### config.mk
export PLATFORM = sky130hd
export DESIGN_NAME = mem_stage_lsu
export DESIGN_NICKNAME = d
export VERILOG_FILES = /design/src/rtl/mem_stage_pkg.sv /design/src/rtl/mem_stage_align.sv /design/src/rtl/mem_stage_lsu.sv
export SDC_FILE = /design/constraint.sdc
export NUM_CORES = 1
export LEC_CHECK = 0
export ABC_AREA = 1
export ABC_CLOCK_PERIOD_IN_PS = 15000
export CAP_MARGIN = 20
export CORE_AREA = 2 2 168 170
export DETAILED_ROUTE_END_ITERATION = 10
export DIE_AREA = 0 0 170 172
export PLACE_DENSITY = 0.86
export SYNTH_ARGS = -nofsm -noshare
export SYNTH_HDL_FRONTEND = slang
export SYNTH_SLANG_ARGS = --single-unit
### constraint.sdc
create_clock -name clk -period 15 [get_ports clk]
set_input_delay 2.25 -clock clk [delete_from_list [all_inputs] [get_ports clk]]
set_output_delay 2.25 -clock clk [all_outputs]
set_load 0.01 [all_outputs]
### src/rtl/mem_stage_pkg.sv
// Shared types and constants for the M-stage load/store unit.
// Op codes, FSM encoding, exception codes and small decode helpers.
package mem_stage_pkg;

    typedef enum logic [3:0] {
        OP_NONE = 4'd0,
        OP_LB   = 4'd1,
        OP_LBU  = 4'd2,
        OP_LH   = 4'd3,
        OP_LHU  = 4'd4,
        OP_LW   = 4'd5,
        OP_SB   = 4'd6,
        OP_SH   = 4'd7,
        OP_SW   = 4'd8
    } mem_op_e;

    typedef enum logic [1:0] {
        ST_IDLE = 2'd0,
        ST_REQ  = 2'd1,
        ST_DONE = 2'd2
    } lsu_state_e;

    typedef enum logic [1:0] {
        EXC_NONE    = 2'd0,
        EXC_ADDR    = 2'd1,
        EXC_TIMEOUT = 2'd2
    } excp_e;

    localparam logic [31:0] PC_PLUS8 = 32'd8;

    // Undefined op codes behave as a bubble in the memory path.
    function automatic mem_op_e decode_op(input logic [3:0] code);
        return (code <= 4'd8) ? mem_op_e'(code) : OP_NONE;
    endfunction

    function automatic logic is_store(input mem_op_e op);
        return (op == OP_SB) || (op == OP_SH) || (op == OP_SW);
    endfunction

    function automatic logic misaligned(input mem_op_e op, input logic [1:0] lo);
        case (op)
            OP_LH, OP_LHU, OP_SH: return lo[0];
            OP_LW, OP_SW:         return |lo;
            default:              return 1'b0;
        endcase
    endfunction

endpackage

### src/rtl/mem_stage_align.sv
// Combinational lane logic: store byte enables / data replication and
// load byte/halfword extraction with sign or zero extension.
module mem_stage_align
    import mem_stage_pkg::*;
(
    input  mem_op_e     op_i,
    input  logic [1:0]  addr_lo_i,
    input  logic [31:0] st_data_i,
    input  logic [31:0] rdata_i,
    output logic [3:0]  be_o,
    output logic [31:0] wdata_o,
    output logic [31:0] load_o
);

    logic [7:0]  rbyte;
    logic [15:0] rhalf;

    assign rbyte = rdata_i[{addr_lo_i, 3'b000} +: 8];
    assign rhalf = addr_lo_i[1] ? rdata_i[31:16] : rdata_i[15:0];

    always_comb begin
        be_o    = 4'b0000;
        wdata_o = st_data_i;
        case (op_i)
            OP_SB: begin
                be_o    = 4'b0001 << addr_lo_i;
                wdata_o = {4{st_data_i[7:0]}};
            end
            OP_SH: begin
                be_o    = addr_lo_i[1] ? 4'b1100 : 4'b0011;
                wdata_o = {2{st_data_i[15:0]}};
            end
            OP_SW, OP_LB, OP_LBU, OP_LH, OP_LHU, OP_LW: be_o = 4'b1111;
            default: be_o = 4'b0000;
        endcase
    end

    always_comb begin
        load_o = '0;
        case (op_i)
            OP_LB:   load_o = {{24{rbyte[7]}}, rbyte};
            OP_LBU:  load_o = {24'd0, rbyte};
            OP_LH:   load_o = {{16{rhalf[15]}}, rhalf};
            OP_LHU:  load_o = {16'd0, rhalf};
            OP_LW:   load_o = rdata_i;
            default: load_o = '0;
        endcase
    end

endmodule

### src/rtl/mem_stage_lsu.sv
// M pipeline stage with a single-outstanding load/store bus FSM and timeout.
// MEM_STAGE_LSU_MISALIGN_TRAP_EN: trap misaligned half/word accesses instead of masking.
module mem_stage_lsu
    import mem_stage_pkg::*;
#(
    parameter int ADDR_W  = 32,
    parameter int TIMEOUT = 255
) (
    input  logic              clk,
    input  logic              reset,
    input  logic [31:0]       ins_in,
    input  logic [31:0]       pc_in,
    input  logic [31:0]       alu_result_in,
    input  logic [31:0]       rt_data_in,
    input  logic [3:0]        mem_op_in,
    input  logic              valid_in,
    input  logic              flush_in,
    input  logic [31:0]       grf_data_in,
    input  logic              rt_fwd_sel,
    output logic [31:0]       ins_w,
    output logic [31:0]       pc_w,
    output logic [31:0]       alu_result_m,
    output logic [31:0]       pc_m_plus8,
    output logic [31:0]       load_data_out,
    output logic              valid_w,
    output logic              stall_out,
    output logic [1:0]        excp_out,
    output logic              mem_req,
    output logic              mem_we,
    output logic [ADDR_W-1:0] mem_addr,
    output logic [3:0]        mem_be,
    output logic [31:0]       mem_wdata,
    input  logic [31:0]       mem_rdata,
    input  logic              mem_ack
);

    localparam logic [15:0] CNT_LAST = 16'(TIMEOUT - 1);

    logic [31:0]       ins_q, pc_q, alu_q, rt_q, rdata_q;
    mem_op_e           op_q;
    logic              valid_q;
    lsu_state_e        state_q;
    logic [15:0]       cnt_q;
    excp_e             excp_q;
    logic              mem_req_q, mem_we_q;
    logic [ADDR_W-1:0] mem_addr_q;
    logic [3:0]        mem_be_q;
    logic [31:0]       mem_wdata_q;

    logic              mem_active, addr_err, load_d;
    logic [31:0]       st_data_d, wdata_d, load_ext;
    logic [3:0]        be_d;

    assign mem_active = valid_q && (op_q != OP_NONE);
    assign st_data_d  = rt_fwd_sel ? grf_data_in : rt_q;

`ifdef MEM_STAGE_LSU_MISALIGN_TRAP_EN
    assign addr_err = mem_active && misaligned(op_q, alu_q[1:0]);
`else
    assign addr_err = 1'b0;
`endif

    mem_stage_align u_align (
        .op_i      (op_q),
        .addr_lo_i (alu_q[1:0]),
        .st_data_i (st_data_d),
        .rdata_i   (rdata_q),
        .be_o      (be_d),
        .wdata_o   (wdata_d),
        .load_o    (load_ext)
    );

    // M register freezes while the bus access is outstanding, so a flush
    // arriving mid-stall only takes effect on the next accepted edge.
    assign load_d = valid_in && !flush_in;

    always_ff @(posedge clk or posedge reset) begin
        if (reset) begin
            ins_q   <= '0;
            pc_q    <= '0;
            alu_q   <= '0;
            rt_q    <= '0;
            op_q    <= OP_NONE;
            valid_q <= 1'b0;
        end else if (!stall_out) begin
            ins_q   <= ins_in;
            pc_q    <= pc_in;
            alu_q   <= alu_result_in;
            rt_q    <= rt_data_in;
            op_q    <= load_d ? decode_op(mem_op_in) : OP_NONE;
            valid_q <= load_d;
        end
    end

    always_ff @(posedge clk or posedge reset) begin
        if (reset) begin
            state_q     <= ST_IDLE;
            cnt_q       <= '0;
            excp_q      <= EXC_NONE;
            rdata_q     <= '0;
            mem_req_q   <= 1'b0;
            mem_we_q    <= 1'b0;
            mem_addr_q  <= '0;
            mem_be_q    <= '0;
            mem_wdata_q <= '0;
        end else begin
            case (state_q)
                ST_IDLE: begin
                    if (mem_active && !addr_err) begin
                        state_q     <= ST_REQ;
                        cnt_q       <= '0;
                        mem_req_q   <= 1'b1;
                        mem_we_q    <= is_store(op_q);
                        mem_addr_q  <= ADDR_W'(alu_q) & ~ADDR_W'(3);
                        mem_be_q    <= be_d;
                        mem_wdata_q <= wdata_d;
                    end
                end
                ST_REQ: begin
                    // An ack on the final allowed cycle still counts as success.
                    if (mem_ack) begin
                        state_q   <= ST_DONE;
                        mem_req_q <= 1'b0;
                        rdata_q   <= mem_rdata;
                        excp_q    <= EXC_NONE;
                    end else if (cnt_q == CNT_LAST) begin
                        state_q   <= ST_DONE;
                        mem_req_q <= 1'b0;
                        rdata_q   <= '0;
                        excp_q    <= EXC_TIMEOUT;
                    end else begin
                        cnt_q <= cnt_q + 16'd1;
                    end
                end
                ST_DONE: begin
                    state_q <= ST_IDLE;
                    excp_q  <= EXC_NONE;
                end
                default: state_q <= ST_IDLE;
            endcase
        end
    end

    assign stall_out     = mem_active && (state_q != ST_DONE) && !addr_err;
    assign excp_out      = addr_err ? EXC_ADDR : ((state_q == ST_DONE) ? excp_q : EXC_NONE);
    assign valid_w       = valid_q && ((op_q == OP_NONE) || (state_q == ST_DONE) || (excp_out != 2'd0));
    assign load_data_out = ((state_q == ST_DONE) && (excp_q == EXC_NONE)) ? load_ext : '0;

    assign ins_w        = ins_q;
    assign pc_w         = pc_q;
    assign alu_result_m = alu_q;
    assign pc_m_plus8   = pc_q + PC_PLUS8;
    assign mem_req      = mem_req_q;
    assign mem_we       = mem_we_q;
    assign mem_addr     = mem_addr_q;
    assign mem_be       = mem_be_q;
    assign mem_wdata    = mem_wdata_q;

endmodule

## Word level (Yosys, flattened, before mapping)

Cells that the tools add are included.

| word-level totals | value |
|---|---|
| bits in registers | 253 |
| input bits | 202 |
| output and inout port bits | 234 |
| word-level logic and storage cells | 87 |

| cells by class | value |
|---|---|
| add/subtract/negate cells | 2 |
| magnitude comparators | 1 |
| equality and inequality tests | 16 |
| shift-type cells | 2 |
| mux-type cells | 26 |
| reductions and logical operators | 25 |

Operators with widths:

| cell | count |
|---|---|
| case mux 32 bit (5 select lines) | 1 |
| 2-to-1 mux 32 bit | 4 |
| 2-to-1 mux 16 bit | 4 |
| case mux 32 bit (2 select lines) | 1 |
| adder 32 x 4 -> 32 bit (second input constant) | 1 |
| case mux 16 bit (2 select lines) | 1 |
| variable part select 32 x 6 -> 8 bit | 1 |
| adder 16 x 1 -> 16 bit (second input constant) | 1 |
| equality test 16 x 8 -> 1 bit (second input constant) | 1 |
| equality test 4 x 3 -> 1 bit (second input constant) | 4 |
| 2-to-1 mux 4 bit | 3 |
| case mux 4 bit (3 select lines) | 1 |
| 2-to-1 mux 2 bit | 5 |
| equality test 4 x 2 -> 1 bit (second input constant) | 2 |
| != test 2 bit (second input constant) | 4 |
| case mux 2 bit (2 select lines) | 2 |
| AND reduction 2 bit | 4 |
| nonzero test 2 bit | 4 |
| OR reduction 6 bit | 1 |
| logical AND 1 bit | 5 |
| equality test 4 x 1 -> 1 bit (second input constant) | 1 |
| equality test 4 bit (second input constant) | 1 |
| less-or-equal comparator 4 bit (second input constant) | 1 |
| zero test 2 bit | 2 |
| other kinds (12) | 17 |

## Logic depth before layout (Yosys ltp)

Gate-level depths: netlist of run 1.

| depth | value |
|---|---|
| depth after elaboration | 5 |
| mapped depth | 10 |
| gate-level depth less buffers | 10 |

## Hierarchy

Synthesis of run 1 repeated with hierarchy kept, for this count alone.

| second synthesis, totals | value |
|---|---|
| cells, all modules | 1,716 |
| area, all modules | 12,939.9 um^2 |

By module, submodules not included:

| module | times used | cells each | area an instance (um^2) |
|---|---|---|---|
| mem_stage_lsu | 1 | 1,397 | 11,408.4 |
| mem_stage_align | 1 | 319 | 1,531.5 |

## Worst setup path before layout of run 1

Ideal clock, no wire load.

| timing path | value |
|---|---|
| path type | flip-flop to output port |
| from | register pc_q[4] (netlist: pc_w[4]) |
| to | output port pc_m_plus8[21] |
| data arrival time | 1,491 ps |
| slack | 11,259 ps |
| stages on the path, launching flop included | 9 |
| buffers on the path | 0 |
| path through | dfrtp_1 -> ha_1 -> nand2_2 -> inv_1 -> nand3_2 -> nor2_2 -> nand2_1 -> nor2_1 -> xor2_1 |

| between the ends | value |
|---|---|
| cells in the longest elaborated chain, start to end | 1 |

Ends and longest elaborated chain:

| element | RTL line | source |
|---|---|---|
| start: declaration | mem_stage_lsu.sv:39 | `logic [31:0] ins_q, pc_q, alu_q, rt_q, rdata_q;` |
| start signal: assignment | mem_stage_lsu.sv:87 | `pc_q <= pc_in;` |
| adder 32 x 4 -> 32 bit | mem_stage_lsu.sv:152 | `assign pc_m_plus8 = pc_q + PC_PLUS8;` |
| end: declaration | mem_stage_lsu.sv:23 | `output logic [31:0] pc_m_plus8,` |

Every way passes these cells.

## Final worst setup path of run 1

| timing path | value |
|---|---|
| from | register alu_q[1] (netlist: alu_result_m[1]) |
| to | output port load_data_out[6] |

| between the ends | value |
|---|---|
| cells in the longest elaborated chain, start to end | 3 |

Ends and longest elaborated chain:

| element | RTL line | source |
|---|---|---|
| start: declaration | mem_stage_lsu.sv:39 |  |
| start signal: assignment | mem_stage_lsu.sv:88 | `alu_q <= alu_result_in;` |
| variable part select 32 x 6 -> 8 bit or 2-to-1 mux 16 bit (tied branches) | mem_stage_align.sv:18, mem_stage_align.sv:19 |  |
| case mux 32 bit (5 select lines) * | mem_stage_align.sv:40 | `case (op_i)` |
| 2-to-1 mux 32 bit * | mem_stage_lsu.sv:147 | `assign load_data_out = ((state_q == ST_DONE) && (excp_q == EXC_NONE)) ? load_ext : '0;` |
| end: declaration | mem_stage_lsu.sv:24 | `output logic [31:0] load_data_out,` |

Mark *: on every way between the ends. The rest lies on a longest branch, timed or not.

==> metrics.csv, run 1 <==
metric,value,unit
drt-initial-drc-count,988,
place_area,0.0168,sq mm
r2r_slack,12.73,ns
powerDensity,134,mW/mm^2
cts_buffers,29,
hold_buffers,0,
finClkSkew,0.0147,ns
fin_tns_setup,0,ns
synthCells,1620,
area_growth,43.4,%
grt_overflow,0,
fmax,0.187,GHz
first_global_vias,12200,
fp.dieW,170,microns
slew_viol_final,0,
min_path_cells,2,
initial_core_util,45.3,%
drtAntennaViolNets,0,
relSlewSlack,28.6,%
dp_cells,2325,
root_buffer,clkbuf_16,
antenna_found_initial,11,
peakVddDrop,0.000108,V
dr_total_vias,12400,
syn_area_per_cell,7.68,sq um
gp_congestion,0.926,
setup_viol,0,
path_class,flop to output pin,
ys_top_cells_by_area,"dfrtp_1, nand2_1, inv_1",
cp.arrival,3.11,ns
synthFlopType,dfrtp_1,
hold_end,ins_w[7],
final_core_util,64.9,%
drc,0,
cts.path.max_buffers,3,
clkTransAtPathRegs,0.06,ns
final_cells,2389,
synth_top_area_share,50.7,%
synth-seq-cells,252,
fin_area,0.0178,sq mm
nets,2217,
post-cts-setup-buffers,0,
cts_sinks,252,
postCtsResizedCells,0,
met3_usage,7.83,%
place_hpwl,31900,microns
worstSetupEndpointType,output pin,
r2r-start,op_q[0],
rows,61,
ys_types,40,
outcome,finished clean,
hold_viol_final,0,
required,12.75,ns
rsz0062_at_grt,no,
io-pin-count,436,
synthesis.area,0.0124,sq mm
grt.met1_usage,35.9,%
grt_max_degree,119,
min_period,5.36,ns
drive_above_1_share,4.28,%
clock_latency,0.56,ns
reg2reg_depth,5,
routedWlPerCell,18.5,microns
grt_pass1_wl,66600,microns
drt-total-wl,44300,microns
met2_usage,48.3,%
core_area,0.0275,sq mm
cp_max_fo,17,
fp.dieH,172,microns
period_share,35.7,%
h-tree-depth,1,
tightest_slew,1.07,ns
grt_use_total,29.3,%
dieArea,0.0292,sq mm
vias_per_cell,5.20,
busiest_layer,met2,
rr_endpoint,alu_result_m[16],
hold_path_startpoint,ins_w[7],
yosysSeqAreaShare,50.7,%
ys_warn_count,0,
cellLeakagePower,0.00844,uW
drv_cap,0,
hold_path_class,flop to flop,
cts_tree,yes,
synth-edff-count,0,
portBuffers,432,
async_flop_share,100,%
synth_top_area_cell,dfrtp_1,
critPathLaunchType,flop,
drtPass1Iterations,6,
power,2380,uW
-- registers in the layout, summed over array words and instances (netlist names), 2 cells and up --
register and count:
rt_q 32, ins_w 32, mem_be 4, rdata_q 32
cnt_q 16, mem_addr 30, alu_result_m 32, state_q 2
mem_wdata 32, op_q 4, pc_w 32
-- worst max path at each step --
| stage | startpoint | to | slack (ns) | depth (start not counted) |
|---|---|---|---|---|
| after CTS | alu_result_m[1] | load_data_out[6] | 9.71 | 6 |
| after global placement | alu_result_m[1] | load_data_out[6] | 10.38 | 6 |
| after global routing | alu_result_m[1] | load_data_out[6] | 9.51 | 6 |
| after floorplan | reset | alu_result_m[0] | 5.82 | 1 |
| after detailed placement | alu_result_m[1] | load_data_out[6] | 10.32 | 6 |
| final | alu_result_m[1] | load_data_out[6] | 9.64 | 6 |
-- synth_stat cells (2+ instances only) --
cell type / count
nand2_1: 611
dfrtp_1: 252
inv_1: 150
nor2_1: 121
o21ai_0: 108
o21ai_1: 78
nand3_1: 51
buf_2: 46
a21oi_1: 36
xor2_1: 25
buf_4: 20
a31oi_1: 18
nor3_1: 12
nand4_1: 10
clkbuf_1: 9
o22ai_1: 9
nand2_2: 7
nor2_2: 7
o22a_1: 7
o211ai_1: 6
buf_6: 5
inv_2: 5
ha_1: 3
nand3_2: 3
xnor2_1: 3
a22oi_1: 2
nand3_4: 2
nor2_4: 2
-- report_power, final --
group	switching [uW]	internal [uW]	leakage, uW	total, uW
combinational	336	350	0.00491	686
sequential	131	847	0.00305	978
clock	288	430	0.000478	719
-- kinds of logic (layout without fill, tap and decap cells) --
| group | count (synthesis) | in the layout | synth area share, % |
|---|---|---|---|
| xor gates and xnor gates | 28 | 28 | 1.97 |
| DFF | 252 | 252 | 50.7 |
| adders and majority gates | 3 | 3 | 0.302 |
| AOI/OAI and AO/OA | 268 | 268 | 11.6 |
| other | 1 | 12 | 0.0301 |
| and+or+nand+nor | 831 | 831 | 26.9 |
| buffers and inverters | 237 | 649 | 8.53 |
-- routing by layer --
layer	share of wire [%]	routed length (microns)
met2	48	21200
met3	8.6	3790
met4	4.9	2180
met1	38	17000
met5	0.084	37
-- cells in the final DEF (no fill, tap or decap), types with 5 or more instances in the layout --
cell,n
xor2_1,25
nor2_1,121
o211ai_1,6
a31oi_1,18
o22ai_1,9
clkbuf_1,7
nor2_2,7
nand4_1,10
inv_1,149
dfrtp_1,252
o21ai_0,108
buf_4,6
o22a_1,7
nor3_1,12
clkdlybuf4s50_1,431
a21oi_1,36
nand3_1,51
o21ai_1,78
diode_2,9
inv_2,5
clkbuf_8,8
nand2_1,611
clkbuf_16,29
nand2_2,7
-- worst max-delay path, cell delays in order, from the launching register on --
cell and delay (ns):
dfrtp_1 0.54, inv_1 0.46, nand2_1 0.34, o22ai_1 0.24, o21ai_0 0.11, a21oi_1 0.27
clkdlybuf4s50_1 0.60
-- layout make-up --
cell class	instances	area, sq um
diodes	9	22.5
inverters	156	593
well taps	346	433
clock buffers	44	862
repair buffers	440	4420
fillers	2307	9640
clock inverters	9	111
multi-input cells	1133	5090
flip-flops and latches	252	6310
-- metrics by stage --
step / hold WS (ns) / setup WS [ns]
after global placement: 0.453 / 10.38
after detailed placement: 0.458 / 10.32
after global routing: 0.493 / 9.51
final: 0.472 / 9.64
after floorplan: 0.442 / 5.82
after CTS: 0.473 / 9.71
No activity file was read; power rests on OpenSTA's default activity.
==> inputs of run 2 (changes only) <==
ABC_CLOCK_PERIOD_IN_PS = 5600   (was 15000)
clock period = 5.6 ns   (was 15 ns; I/O delays follow)
==> run 2 against run 1 <==
Sequential cell count unchanged; clock skew decreased by 0.0030 ns; sequential power grew to 2.7 times the previous value; global-route usage fell by 0.53 points; worst hold slack worse by 0.0012 ns; critical path type unchanged; largest power group unchanged.
==> metrics.csv, run 2 (same netlist as run 1, synthesis figures left out) <==
metric,value,unit,change
cp.arrival,3.03,ns,-0.08 ns
met2_usage,48.5,%,+0.21 points
final_core_util,64.8,%,-0.087 points
seq_area,0.00631,sq mm,unchanged
core_area,0.0275,sq mm,unchanged
cts_buffers,27,,-6.9%
powerDensity,356,mW/mm^2,+170%
dr_total_vias,12400,,-0.32%
hold_path_class,flop to flop,,
required,4.76,ns,-7.99 ns
grt.met1_usage,35.3,%,-0.54 points
drive_above_1_share,4.38,%,+0.10 points
peakVddDrop,0.000294,V,+170%
hold_viol_final,0,,unchanged
crit_cells,6,,unchanged
finClkSkew,0.0117,ns,-0.00300 ns
hold_buffers,0,,unchanged
drt-total-wl,43000,microns,-3.0%
path_class,flop to output pin,,
crit_buf_inv,2,,unchanged
hold_path_startpoint,ins_w[28],,
dieArea,0.0292,sq mm,unchanged
drv_cap,0,,unchanged
fp.dieH,172,microns,unchanged
initial_core_util,45.3,%,unchanged
drt-initial-drc-count,1087,,+10%
fin_tns_setup,0,ns,unchanged
most-common-layout-cells,"nand2_1, clkdlybuf4s50_1, dfrtp_1, inv_1, nor2_1",,
fmax,0.258,GHz,
grt_overflow,0,,unchanged
setup_viol,0,,unchanged
fp.dieW,170,microns,unchanged
hold_ws,0.470,ns,-0.00116 ns
reg2reg_depth,6,,+1
cpMaxStageDelayCell,clkdlybuf4s50_1,,
rows,61,,unchanged
worstSetupEndpointType,output pin,,
r2r-start,op_q[2],,
cts_sinks,252,,unchanged
cp_top_family,buffers and inverters,,
layout_commonest_cell,nand2_1,,
cts_tree,yes,,
rsz0062_at_grt,no,,
cp_max_fo,17,,unchanged
grt_pass1_wl,65700,microns,-1.4%
cts.path.max_buffers,3,,unchanged
post-cts-setup-buffers,0,,unchanged
clkTransAtPathRegs,0.06,ns,about the same
outcome,finished clean,,
antenna_found_initial,2,,-9
min_period,3.87,ns,
grt_max_degree,120,,+0.84%
drtAntennaViolNets,0,,unchanged
first_global_vias,12200,,-0.42%
tightest_slew,1.06,ns,-0.00725 ns
crit_start,alu_result_m[1],,
grt_use_total,28.8,%,-0.53 points
busiest_layer,met2,,
cellLeakagePower,0.00844,uW,about the same
cp_cell_sequence,inv_1 -> nand2_1 -> o22ai_1 -> o21ai_0 -> a21oi_1 -> clkdlybuf4s50_1,,
gp_congestion,0.931,,+0.54%
period_share,69.2,%,
critPathLaunchType,flop,,
met3_usage,6.48,%,-1.4 points
io-pin-count,436,,unchanged
fillers,2280,,-1.2%
postCtsResizedCells,0,,unchanged
multi_input_area,0.00509,sq mm,unchanged
clock_latency,0.56,ns,about the same
root_buffer,clkbuf_16,,
slew_viol_final,0,,unchanged
min_path_cells,2,,unchanged
nets,2218,,+0.045%
drc,0,,unchanged
area_growth,43.2,%,
place_hpwl,31600,microns,-0.90%
vias_per_cell,5.20,,about the same
relSlewSlack,29.1,%,+0.48 points
drtPass1Iterations,5,,-1
portBuffers,432,,unchanged
critPathMaxStageDelay,0.60,ns,about the same
h-tree-depth,1,,unchanged
routedWlPerCell,18.0,microns,-2.6%
r2r_slack,3.12,ns,-9.61 ns
==> run 2: layout make-up <==
cell class,count,share of cell area [%]
well taps,346,2.43
clock buffers,36,4.26
inverters,156,3.31
repair buffers,443,25.0
flip-flops and latches,252,35.4
clock inverters,13,1.05
diodes,1,0.0141
multi-input cells,1133,28.6
==> run 2: path summary, 6_finish.rpt <==
check                                    to
min                               ins_w[28]
max reg2reg                         op_q[1]
min in group asynchronous          rt_q[19]
max                        load_data_out[2]
max in group asynchronous         ins_w[24]
min reg2reg                       ins_w[28]
==> run 2: report_power, final <==
part	switching, uW	internal [uW]
sequential	341	2270
combinational	888	938
clock	764	1140
==> run 2: worst min-delay path, delay by kind of cell (launching register included) <==
kind	cells	cell delay [ns]
flip-flops	1	0.34
AND/OR/NAND/NOR	2	0.09
==> run 2: per-stage QoR <==
stage	cells	total power [uW]	setup WS, ns	cell area, sq um
6_report	2380	6340	1.73	17800
5_1_grt	2379	6660	1.54	17800
4_1_cts	2377	6370	1.77	17800
3_5_place_dp	2328	4440	2.38	16800
3_3_place_gp	2328	4390	2.39	16800
2_1_floorplan	1622	3350	1.44	12400
==> run 2: routing by layer <==
layer  part of all wire (%)  vias up
li1                       -     5888
met1                     39     5840
met2                     48      511
met3                    7.3      135
met4                    5.5        4
met5                  0.070        -
